==> src/rtl/serial_parallel_rx_pkg.sv <==
// Shared definitions for the serial receive path: the idle comma, the
// byte type shared with the transmitter, and the receiver alignment states.
package sp_pkg;

  typedef logic [7:0] byte_t;

  localparam byte_t COMMA = 8'hBC;

  typedef enum logic [1:0] {
    SEARCH,
    SYNC,
    ACTIVE
  } rx_state_t;

endpackage

==> src/rtl/serial_parallel_rx_if.sv <==
// Serial-in / framed-byte-out bundle between the bit stream source and the receiver.
interface serial_parallel_rx_if;
  import sp_pkg::*;

  logic  data_in;
  byte_t data_out;
  logic  valid_out;
  logic  byte_strobe;
  logic  active;

  // master feeds the serial bits and consumes the framed bytes; slave is the receiver
  modport master (
    output data_in,
    input  data_out,
    input  valid_out,
    input  byte_strobe,
    input  active
  );

  modport slave (
    input  data_in,
    output data_out,
    output valid_out,
    output byte_strobe,
    output active
  );

endinterface

==> src/rtl/serial_parallel_rx_comma_detector.sv <==
// Serial shift register plus idle-comma compare; exposes the byte that
// includes the bit arriving this cycle so decisions are made on the same edge.
module comma_detector
  import sp_pkg::*;
(
  input  logic  clk_8f,
  input  logic  reset,
  input  logic  data_in,
  output byte_t nxt,
  output logic  match
);

  // Only seven history bits are needed; the eighth comes straight from data_in.
  logic [6:0] sr;

  assign nxt   = {sr, data_in};
  assign match = (nxt == COMMA);

  always_ff @(posedge clk_8f) begin
    if (reset) begin
      sr <= '0;
    end else begin
      sr <= nxt[6:0];
    end
  end

endmodule

==> src/rtl/serial_parallel_rx.sv <==
// Serial-to-parallel receiver: locks byte alignment on idle commas and delivers
// data bytes with a valid flag. Define RX_REALIGN_EN to allow relock from ACTIVE.
module serial_parallel_rx
  import sp_pkg::*;
#(
  parameter int COMMA_COUNT = 4
) (
  input  logic                 clk_8f,
  input  logic                 reset,
  serial_parallel_rx_if.slave  bus
);

  localparam logic [3:0] COMMA_TARGET = 4'(COMMA_COUNT);

  rx_state_t  state;
  logic [2:0] bc;
  logic [3:0] ccnt;
  logic [3:0] ccnt_inc;
  logic       boundary;
  byte_t      nxt;
  logic       match;
  byte_t      data_q;
  logic       valid_q;
  logic       strobe_q;
  logic       active_q;
`ifdef RX_REALIGN_EN
  logic       last_comma;
`endif

  comma_detector u_comma_detector (
    .clk_8f  (clk_8f),
    .reset   (reset),
    .data_in (bus.data_in),
    .nxt     (nxt),
    .match   (match)
  );

  assign boundary = (bc == 3'd7);
  assign ccnt_inc = ccnt + 4'd1;

  // Forcing bc to 0 on a lock makes the next boundary land 8 cycles later.
  always_ff @(posedge clk_8f) begin
    if (reset) begin
      state      <= SEARCH;
      bc         <= '0;
      ccnt       <= '0;
      data_q     <= '0;
      valid_q    <= 1'b0;
      strobe_q   <= 1'b0;
      active_q   <= 1'b0;
`ifdef RX_REALIGN_EN
      last_comma <= 1'b0;
`endif
    end else begin
      strobe_q <= 1'b0;
      bc       <= bc + 3'd1;
      unique case (state)
        SEARCH: begin
          if (match) begin
            bc   <= '0;
            ccnt <= 4'd1;
            if (COMMA_COUNT == 1) begin
              state      <= ACTIVE;
              active_q   <= 1'b1;
`ifdef RX_REALIGN_EN
              last_comma <= 1'b1;
`endif
            end else begin
              state <= SYNC;
            end
          end
        end
        SYNC: begin
          if (boundary) begin
            if (match) begin
              ccnt <= ccnt_inc;
              if (ccnt_inc >= COMMA_TARGET) begin
                state      <= ACTIVE;
                active_q   <= 1'b1;
`ifdef RX_REALIGN_EN
                last_comma <= 1'b1;
`endif
              end
            end else begin
              state <= SEARCH;
              ccnt  <= '0;
            end
          end
        end
        ACTIVE: begin
          if (boundary) begin
            strobe_q <= 1'b1;
            if (match) begin
              valid_q <= 1'b0;
            end else begin
              data_q  <= nxt;
              valid_q <= 1'b1;
            end
`ifdef RX_REALIGN_EN
            last_comma <= match;
          end else if (match && last_comma) begin
            bc       <= '0;
            ccnt     <= 4'd1;
            state    <= SYNC;
            active_q <= 1'b0;
            valid_q  <= 1'b0;
`endif
          end
        end
        default: begin
          state <= SEARCH;
        end
      endcase
    end
  end

  assign bus.data_out    = data_q;
  assign bus.valid_out   = valid_q;
  assign bus.byte_strobe = strobe_q;
  assign bus.active      = active_q;

endmodule

==> src/flat_wrapper.sv <==
// flat-port wrapper written by rule: the top's interface ports become plain ports
module serial_parallel_rx_flat import sp_pkg::*;
#(
  parameter int COMMA_COUNT = 4
)
  (clk_8f, reset, bus_data_in, bus_data_out, bus_valid_out, bus_byte_strobe, bus_active);
  serial_parallel_rx_if bus_i ();
  input  logic clk_8f;
  input  logic reset;
  input wire logic [$bits(bus_i.data_in)-1:0] bus_data_in;
  output wire logic [$bits(bus_i.data_out)-1:0] bus_data_out;
  output wire logic [$bits(bus_i.valid_out)-1:0] bus_valid_out;
  output wire logic [$bits(bus_i.byte_strobe)-1:0] bus_byte_strobe;
  output wire logic [$bits(bus_i.active)-1:0] bus_active;
  assign bus_i.data_in = bus_data_in;
  assign bus_data_out = bus_i.data_out;
  assign bus_valid_out = bus_i.valid_out;
  assign bus_byte_strobe = bus_i.byte_strobe;
  assign bus_active = bus_i.active;
  serial_parallel_rx #(.COMMA_COUNT(COMMA_COUNT)) u_core (.clk_8f(clk_8f), .reset(reset), .bus(bus_i));
endmodule
==> config.mk <==
export PLATFORM = sky130hd
export DESIGN_NAME = serial_parallel_rx_flat
export DESIGN_NICKNAME = d
export VERILOG_FILES = /design/src/rtl/serial_parallel_rx_pkg.sv /design/src/rtl/serial_parallel_rx_if.sv /design/src/rtl/serial_parallel_rx_comma_detector.sv /design/src/rtl/serial_parallel_rx.sv /design/src/flat_wrapper.sv
export SDC_FILE = /design/constraint.sdc
export NUM_CORES = 1
export LEC_CHECK = 0
export BUFFER_PORTS_ARGS = -buffer_cell sky130_fd_sc_hd__clkbuf_2
export CAP_MARGIN = 15
export CORE_UTILIZATION = 52
export CTS_BUF_LIST = sky130_fd_sc_hd__clkbuf_4
export CTS_CLUSTER_SIZE = 20
export DETAILED_ROUTE_END_ITERATION = 16
export GPL_TIMING_DRIVEN = 1
export PLACE_DENSITY = 0.78
export SLEW_MARGIN = 5
export SYNTH_ARGS = -nofsm -noshare
export SYNTH_HDL_FRONTEND = slang
export SYNTH_SLANG_ARGS = --single-unit
==> constraint.sdc <==
create_clock -name clk_8f -period 1.7 [get_ports clk_8f]
set_clock_uncertainty 0.2 [all_clocks]
set_input_delay 0.255 -clock clk_8f [delete_from_list [all_inputs] [get_ports clk_8f]]
set_output_delay 0.255 -clock clk_8f [all_outputs]
set_load 0.03 [all_outputs]
[Word-level counts from Yosys, hierarchy flattened]
Index checks and enable logic that the tools add are counted.
Storage, ports and cells
  register bits: 27
  latch bits: 0
  bits in writable memories: 0
  ROM bits: 0
  bits of input ports: 3
  memories kept: 0
Operators by class
  $add $sub $neg: 2
  $mul: 0
  divide/modulo/power cells: 0
  order comparisons: 1
  equality and inequality tests: 7
  shifts and indexed selects: 0
  mux-type cells: 13
  bitwise operators: 2
  reduce and logical (&&, ||, !) cells: 8
Operator list (number)
  2-to-1 mux 4 bit: 3
  == test 8 bit (second input constant): 1
  2-to-1 mux 2 bit: 4
  case mux 4 bit (2 select lines): 1
  AND reduction 4 bit: 2
  2-to-1 mux 3 bit: 2
  case mux 2 bit (3 select lines): 1
  AND reduction 3 bit: 2
  adder 4 x 1 -> 4 bit (second input constant): 1
  greater-or-equal comparator 4 x 3 -> 1 bit (second input constant): 1
  != test 2 x 1 -> 1 bit (second input constant): 2
  adder 3 x 1 -> 3 bit (second input constant): 1
  == test 3 bit (second input constant): 1
  != test 3 bit (second input constant): 1
  == test 2 x 1 -> 1 bit (second input constant): 1
  == test 2 bit (second input constant): 1
  logical NOT 2 bit: 1
  2-to-1 mux 1 bit: 2
  inverter 1 bit: 2
  AND reduction 2 bit: 1
  nonzero test 2 bit: 1
  OR reduction 2 bit: 1

[Longest topological paths before layout]
Gate-level depths: netlist of run 1.
  depth in word-level cells: 6
  mapped depth: 7
  mapped depth without buffers: 6

[Cells and area by module]
Synthesis of run 1 repeated with hierarchy kept, for this count alone.
Second synthesis, totals
  cells, all modules: 110
  area, all modules: 1103.6 um^2
By module, submodules not included
  serial_parallel_rx: times used 1, cells an instance 92, area an instance 884.6 um^2
  comma_detector: times used 1, cells an instance 18, area an instance 219.0 um^2

[Worst setup path after synthesis of run 1]
OpenSTA, ideal clock, no wires.
  kind: reg2reg
  start: register u_core.u_comma_detector.sr[5]
  end: register u_core.data_q[2], in the netlist u_core.bus.data_out[2]
  setup time: 128 ps
  arrival: 1464 ps
  data required time: 1372 ps
  slack: -92 ps
  stages on the path, launching flop included: 6
  path buffers: 1
  period minus slack after synthesis: 1792 ps
  cells stage by stage: dfxtp_1 or4b_4 buf_6 o21ai_4 mux2i_1 nor2_1
On the way
  longest elaborated chain between the ends: 3
RTL lines
  start: declaration: line serial_parallel_rx_comma_detector.sv:14  | logic [6:0] sr;
  start signal: assignment: line serial_parallel_rx_comma_detector.sv:23  | sr <= nxt[6:0];
  == test 8 bit: line serial_parallel_rx_comma_detector.sv:17  | assign match = (nxt == COMMA);
  inverter 1 bit (no source line)
  AND reduction 3 bit (no source line)
  end signal: assignment: line serial_parallel_rx.sv:96  | data_q <= nxt;
  end: declaration: line serial_parallel_rx.sv:22  | byte_t data_q;
Every way passes these cells.
A chain may end at the register's enable or synchronous reset.

[Final worst setup path of run 1]
  start: register u_core.u_comma_detector.sr[5]
  end: register u_core.data_q[3], in the netlist u_core.bus.data_out[3]
The elaborated chain is that of the path after synthesis.

==> summary.md, run 1 <==
| Metric | Value |
|---|---|
| RSZ-0062 raised after global routing | true |
| Overall Power | 0.962 mW |
| Fin crit period | 1.80 ns |
| Post-Syn Instances | 111 |
| Crit-path leading delay family | simple AND/OR/NAND/NOR gates |
| Largest stage delay, worst path | 0.58 ns |
| Inst Count DP | 154 |
| Layout Nets | 141 |
| IO Count | 14 |
| Drt drc | 0 |
| M1 GR Usage | 0.269 |
| Clock latency on the worst-skew pair | 0.33 ns |
| Non-filler instance count after layout | 161 |
| Final Hold Vio Count | 0 |
| CTS tree | built |
| Bufs and invs on worst path | 1 |
| Initial antenna violation count | 0 |
| Crit path capture type | flip-flop |
| Critical path's slowest cell | or4b_4 |
| Synth top area cells | dfxtp_1, mux2i_1, nor2b_1, nor2_1, a21oi_1 |
| Yosys cell types | 35 |
| CORE AREA | 1980 sq um |
| Worst hold path type | primary input to flip-flop |
| Number of global-route vias before repair | 803 |
| Initial Utilization | 0.556 |
| Worst Tran Pin Value | 0.427 ns |
| Status | complete, but fails checks |
| Clock Tree Root | clkbuf_4 |
| Largest net degree at the start of global routing | 19 |
| CTS max path bufs | 2 |
| Worst vdd ir | 0.000627 V |
| Max_cap viols | 0 |
| Biggest area consumer among synthesized cells | dfxtp_1 |
| Violated checks | negative setup slack |
| Synth Register Bits | 27 |
| Busiest grt layer | met2 |
| Worst-path cell chain | or4b_4 -> o21ai_4 -> buf_12 -> mux2i_1 -> nor2_1 |
| Clock sink count | 27 |
| PnR worst setup slack | -0.0962 ns |
| Share of cells above drive strength 1 | 0.291 |
| First-pass GRT wire length | 3550 um |
| Synthesized area | 1100 sq um |
| Row Count | 16 |
| GPL Wtd Cong | 0.885 |
| Synth warnings | 0 |
| Total power divided by cell area | 723 nW/um^2 |
| Met3 Track Usage GR | 0.0302 |
| Die area | 2310 sq um |
| Via-to-Cell Ratio | 5.43 |
| Critical setup path kind | flip-flop to flip-flop |
| Leakage | 0.567 nW |
| Tot GR Track Use | 0.227 |
| Via count | 874 |
| CTS Buf Count | 3 |
| Global Route met2 Usage | 0.408 |
| Avg WL per Cell | 13.6 um |
| Iteration-0 DRC Markers | 9 |
| Fin. max-slew vios | 0 |
| Final core occ | 0.672 |
| I/O Buffers | 13 |
| # diodes | 0 |
| Post-synthesis sequential area ratio | 0.490 |
| Area grow syn2layout | 20.8% |
| Post-Syn Nets | 117 |
| Hpwl dp | 1480 um |
| Post-synth top area share | 0.490 |
| TritonRoute pass-1 iters | 4 |
| Routed Antenna Nets | 0 |
| Clock transition at path regs | 0.14 ns |
| DIE HEIGHT | 48.0 um |
| Syn Area/Cell | 9.93 sq um |
| Slew margin rel. | 0.715 |
| Arrival time at the worst endpoint | 1.83 ns |
| Fmax | 557 MHz |
| Total Wirelength | 2190 um |
| Gr ovfl total | 0 |
| Fin crit share | 1.06 |
| Worst EP required | 1.73 ns |
| Critical path startpoint category | flip-flop |
| H-tree depth | 1 |
| # setup viols final | 13 |
| Final hold slack | 0.0527 ns |
| Die Wd | 48.0 um |
| Max FO, Critical Path | 9 |
logic make-up (layout without fill, tap and decap cells):
kind of cell,count (synthesis),in the layout,synth area share
and+or+nand+nor,47,47,0.254
DFF,27,27,0.490
AOI/OAI and AO/OA,20,20,0.132
buffers and inverters,8,31,0.0352
muxes,6,6,0.0545
adders and majority gates,3,3,0.0341
cells in the final DEF, fill, tap and decap left out, types with 2 or more instances in the layout:
| master | instances |
|---|---|
| dfxtp_2 | 2 |
| buf_4 | 9 |
| a22oi_1 | 2 |
| a21oi_1 | 8 |
| inv_1 | 2 |
| dfxtp_1 | 25 |
| ha_1 | 2 |
| a2bb2oi_1 | 2 |
| nor2b_1 | 9 |
| nor2_1 | 13 |
| clkbuf_2 | 13 |
| clkbuf_4 | 3 |
| nand3b_1 | 2 |
| and2_1 | 4 |
| nand2_1 | 6 |
| mux2i_1 | 6 |
where the power goes:
group          switching, mW  internal [mW]
sequential           0.00512          0.643
clock                  0.191         0.0901
combinational         0.0173         0.0157
total                  0.213          0.749
flip-flops by register name, indices dropped and copies added (netlist names):
| register | count |
|---|---|
| u_core.state | 2 |
| u_core.bus.byte_strobe | 1 |
| u_core.ccnt | 4 |
| u_core.u_comma_detector.sr | 7 |
| u_core.bc | 3 |
| u_core.bus.valid_out | 1 |
| u_core.bus.data_out | 8 |
| u_core.bus.active | 1 |
worst register-to-register path, stage by stage (launching register included):
cell	delay, ns
dfxtp_2	0.35
or4b_4	0.58
o21ai_4	0.19
buf_12	0.15
mux2i_1	0.19
nor2_1	0.05
layout make-up:
type                       count  area [sq um]
clock buffer                   3          22.5
clock inverter                 1          7.51
fill                         159           651
inverter                       2          7.51
multi-input combinational     76           543
sequential                    27           543
tap                           27          33.8
timing repair buffer          25           174
synthesized netlist by cell type:
| cell type | n |
|---|---|
| o21ai_0 | 1 |
| clkbuf_1 | 4 |
| nor2b_1 | 9 |
| or4b_4 | 1 |
| a22oi_1 | 2 |
| mux2i_1 | 6 |
| a21oi_1 | 8 |
| nand2b_1 | 1 |
| o31ai_1 | 1 |
| nand3b_1 | 2 |
| nor3_1 | 2 |
| and3_1 | 1 |
| buf_6 | 1 |
| o211ai_1 | 1 |
| and3b_1 | 1 |
| nor3_2 | 1 |
| or2_2 | 1 |
| a31o_1 | 1 |
| o21ai_4 | 1 |
| ha_1 | 3 |
| nand3_1 | 1 |
| and4bb_1 | 1 |
| nor4_1 | 1 |
| nor2_1 | 13 |
| a2bb2oi_1 | 2 |
| nor4_4 | 1 |
| dfxtp_1 | 27 |
| nand4_1 | 1 |
| and2_1 | 4 |
| buf_2 | 1 |
| inv_1 | 2 |
| nand2_1 | 6 |
| o2111a_1 | 1 |
| a211oi_1 | 1 |
| a211o_1 | 1 |
repair_timing:
| action | 4_1_cts | 5_1_grt |
|---|---|---|
| pin swaps | 3 | 0 |
| hold endpoints to repair | 2 | 0 |
| endpoints found under the setup margin | 18 | 19 |
| resized for setup | 6 | 2 |
| setup buffers | 3 | 0 |
| hold buffers | 1 | 0 |
through the flow:
stage               area, sq um  setup WS (ns)  TNS (ns)
global route               1330         -0.167     -1.80
floorplan                  1100        -0.0918    -0.690
finish                     1330        -0.0962    -0.760
CTS                        1330        -0.0999    -0.658
global placement           1240         -0.124     -1.19
detailed placement         1240         -0.171     -1.58
worst paths after layout:
kind                                                                 end  cells past startpoint  slack, ns                                startpoint
worst min-delay path            u_core.u_comma_detector.sr[0]$_SDFF_PP0_                      3       0.05                               bus_data_in
worst min register to register                   u_core.bc[0]$_SDFF_PP0_                      1       0.23                   u_core.bc[0]$_SDFF_PP0_
worst max-delay path                 u_core.bus.data_out[3]$_SDFFE_PP0P_                      5       -0.1  u_core.u_comma_detector.sr[5]$_SDFF_PP0_
worst max register to register       u_core.bus.data_out[3]$_SDFFE_PP0P_                      5       -0.1  u_core.u_comma_detector.sr[5]$_SDFF_PP0_
per-layer routing:
metal,routed length [um],up-vias
met5,0,-
met4,40,0
met3,83,6
met2,1140,19
met1,934,414
li1,-,435
(Power assumes the default switching activity.)
==> inputs of run 2 (changes only) <==
- CELL_PAD_IN_SITES_DETAIL_PLACEMENT: default -> 0
- CELL_PAD_IN_SITES_GLOBAL_PLACEMENT: default -> 2
- CORE_UTILIZATION: 52 -> 33
- PLACE_DENSITY: 0.78 -> 0.77
==> run 2 against run 1 <==
  * The run still ends with negative setup slack left
  * Core utilization decreased by 21 points
  * Critical endpoint unchanged
  * Routed wire length decreased by 0.59%
  * Final cell count increased by 15%
  * Power decreased by 0.63%
  * Setup slack improved by 0.027 ns
  * Register-to-register slack improved by 0.03 ns
  * Critical path depth unchanged
  * Via count increased by 1.9%
  * Die area increased by 55%
  * Combinational power increased by 6.3%
==> summary.md, run 2 (same netlist as run 1, synthesis figures left out) <==
| Metric | Value |
|---|---|
| Row Count | 20 |
| TritonRoute pass-1 iters | 4 |
| Clock latency on the worst-skew pair | 0.31 ns |
| H-tree depth | 1 |
| Routed Antenna Nets | 0 |
| RSZ-0062 raised after global routing | true |
| Final Hold Vio Count | 0 |
| Drt drc | 0 |
| Non-filler instance count after layout | 185 |
| Fin. max-slew vios | 0 |
| Largest net degree at the start of global routing | 19 |
| Arrival time at the worst endpoint | 1.80 ns |
| Inst Count DP | 177 |
| Fin crit period | 1.77 ns |
| Layout Nets | 148 |
| CTS tree | built |
| Area grow syn2layout | 29.5% |
| Initial Utilization | 0.355 |
| Total Wirelength | 2180 um |
| Worst-case reg-to-reg path depth | 5 |
| Leading cell type in the layout, fill and taps excluded | dfxtp_1 |
| CORE AREA | 3100 sq um |
| Fmax | 565 MHz |
| GPL Wtd Cong | 0.749 |
| Leakage | 0.606 nW |
| Clock Tree Root | clkbuf_4 |
| IO Count | 14 |
| Via-to-Cell Ratio | 4.82 |
| Violated checks | negative setup slack |
| CP endpoint | u_core.bus.data_out[3]$_SDFFE_PP0P_ |
| Dpl cell area | 1320 sq um |
| Worst EP required | 1.73 ns |
| Max FO, Critical Path | 5 |
| Reg2reg end | u_core.bus.data_out[3]$_SDFFE_PP0P_ |
| Tot GR Track Use | 0.137 |
| Initial antenna violation count | 0 |
| Fin crit share | 1.04 |
| # diodes | 0 |
| Critical setup path kind | flip-flop to flip-flop |
| Worst Tran Pin Value | 0.316 ns |
| Most frequent cells in the layout | dfxtp_1, buf_4, clkbuf_2, nor2_1, nor2b_1 |
| CTS max path bufs | 2 |
| Hpwl dp | 1590 um |
| Worst hold path type | primary input to flip-flop |
| Via count | 891 |
| Status | complete, but fails checks |
| First-pass GRT wire length | 3710 um |
| # setup viols final | 10 |
| Max_cap viols | 0 |
| R2r setup slk | -0.07 ns |
| Iteration-0 DRC Markers | 9 |
| Final hold slack | 0.0432 ns |
| Share of cells above drive strength 1 | 0.348 |
| Worst vdd ir | 0.000372 V |
| I/O Buffers | 13 |
| Die Wd | 59.8 um |
| PnR worst setup slack | -0.0695 ns |
| DIE HEIGHT | 59.8 um |
| Post-CTS Hold Buffers | 0 |
| Clock transition at path regs | 0.14 ns |
| Number of global-route vias before repair | 860 |
| Final core occ | 0.460 |
| CTS Buf Count | 3 |
| Critical path startpoint category | flip-flop |
| Max FFs per register | 8 |
| Die area | 3580 sq um |
| Crit path capture type | flip-flop |
| Gr ovfl total | 0 |
| Total power divided by cell area | 670 nW/um^2 |
| CP startpoint | u_core.u_comma_detector.sr[5]$_SDFF_PP0_ |
| Slew margin rel. | 0.787 |
| Post-route cell area | 1430 sq um |
| Avg WL per Cell | 11.8 um |
| RR Startpoint | u_core.u_comma_detector.sr[5]$_SDFF_PP0_ |
| Clock sink count | 27 |
## run 2: where the power goes
part	internal (mW)	leakage, nW	total, mW	switching [mW]
Sequential	0.643	0.219	0.650	0.00732
Clock	0.0879	0.0177	0.271	0.183
Combinational	0.0178	0.369	0.0352	0.0175
## run 2: area by class of cell
type	count	area [sq um]
flip-flops and latches	27	543
inverters	2	7.51
well taps	44	55.1
multi-input cells	76	567
clock buffers	3	22.5
repair buffers	32	228
clock inverters	1	5.00
fillers	323	1680
## run 2: worst min path at each step
stage                             from                                  endpoint  slack (ns)  cells past startpoint
2_1_floorplan              bus_data_in  u_core.u_comma_detector.sr[0]$_SDFF_PP0_        0.18                      1
3_3_place_gp   u_core.bc[0]$_SDFF_PP0_                   u_core.bc[0]$_SDFF_PP0_        0.22                      1
3_5_place_dp   u_core.bc[0]$_SDFF_PP0_                   u_core.bc[0]$_SDFF_PP0_        0.23                      1
4_1_cts                          reset            u_core.bus.active$_SDFFE_PP0P_        0.03                      2
5_1_grt                          reset              u_core.state[1]$_SDFFE_PP0P_        0.04                      2
6_report                         reset            u_core.bus.active$_SDFFE_PP0P_        0.04                      2
## run 2: repair_timing
action / CTS / global route
cloned: 0 / 0
endpoints found under the setup margin: 16 / 17
gates resized for setup: 5 / 7
pin swaps: 4 / 11
buffers inserted: 2 / 2
## run 2: metrics by stage
stage	power, mW	setup TNS (ns)	setup slack [ns]
3_3_place_gp	0.690	-1.11	-0.113
2_1_floorplan	0.678	-0.690	-0.0918
6_report	0.956	-0.483	-0.0695
5_1_grt	1.00	-1.42	-0.164
4_1_cts	0.963	-0.602	-0.0842
3_5_place_dp	0.691	-1.28	-0.142
## run 2: layer usage
metal	vias up	GRT usage	wire length [um]
li1	448	-	-
met1	423	0.173	1000
met2	18	0.237	1100
met3	2	0.0195	68
met4	0	0.0498	10
met5	-	0	0
## run 2: worst max-delay path, cell delays in order, from the launching register on
cell and delay [ns]:
dfxtp_2 0.34, or4b_4 0.57, o21ai_4 0.20, buf_12 0.14, mux2i_1 0.17, nor2_1 0.06
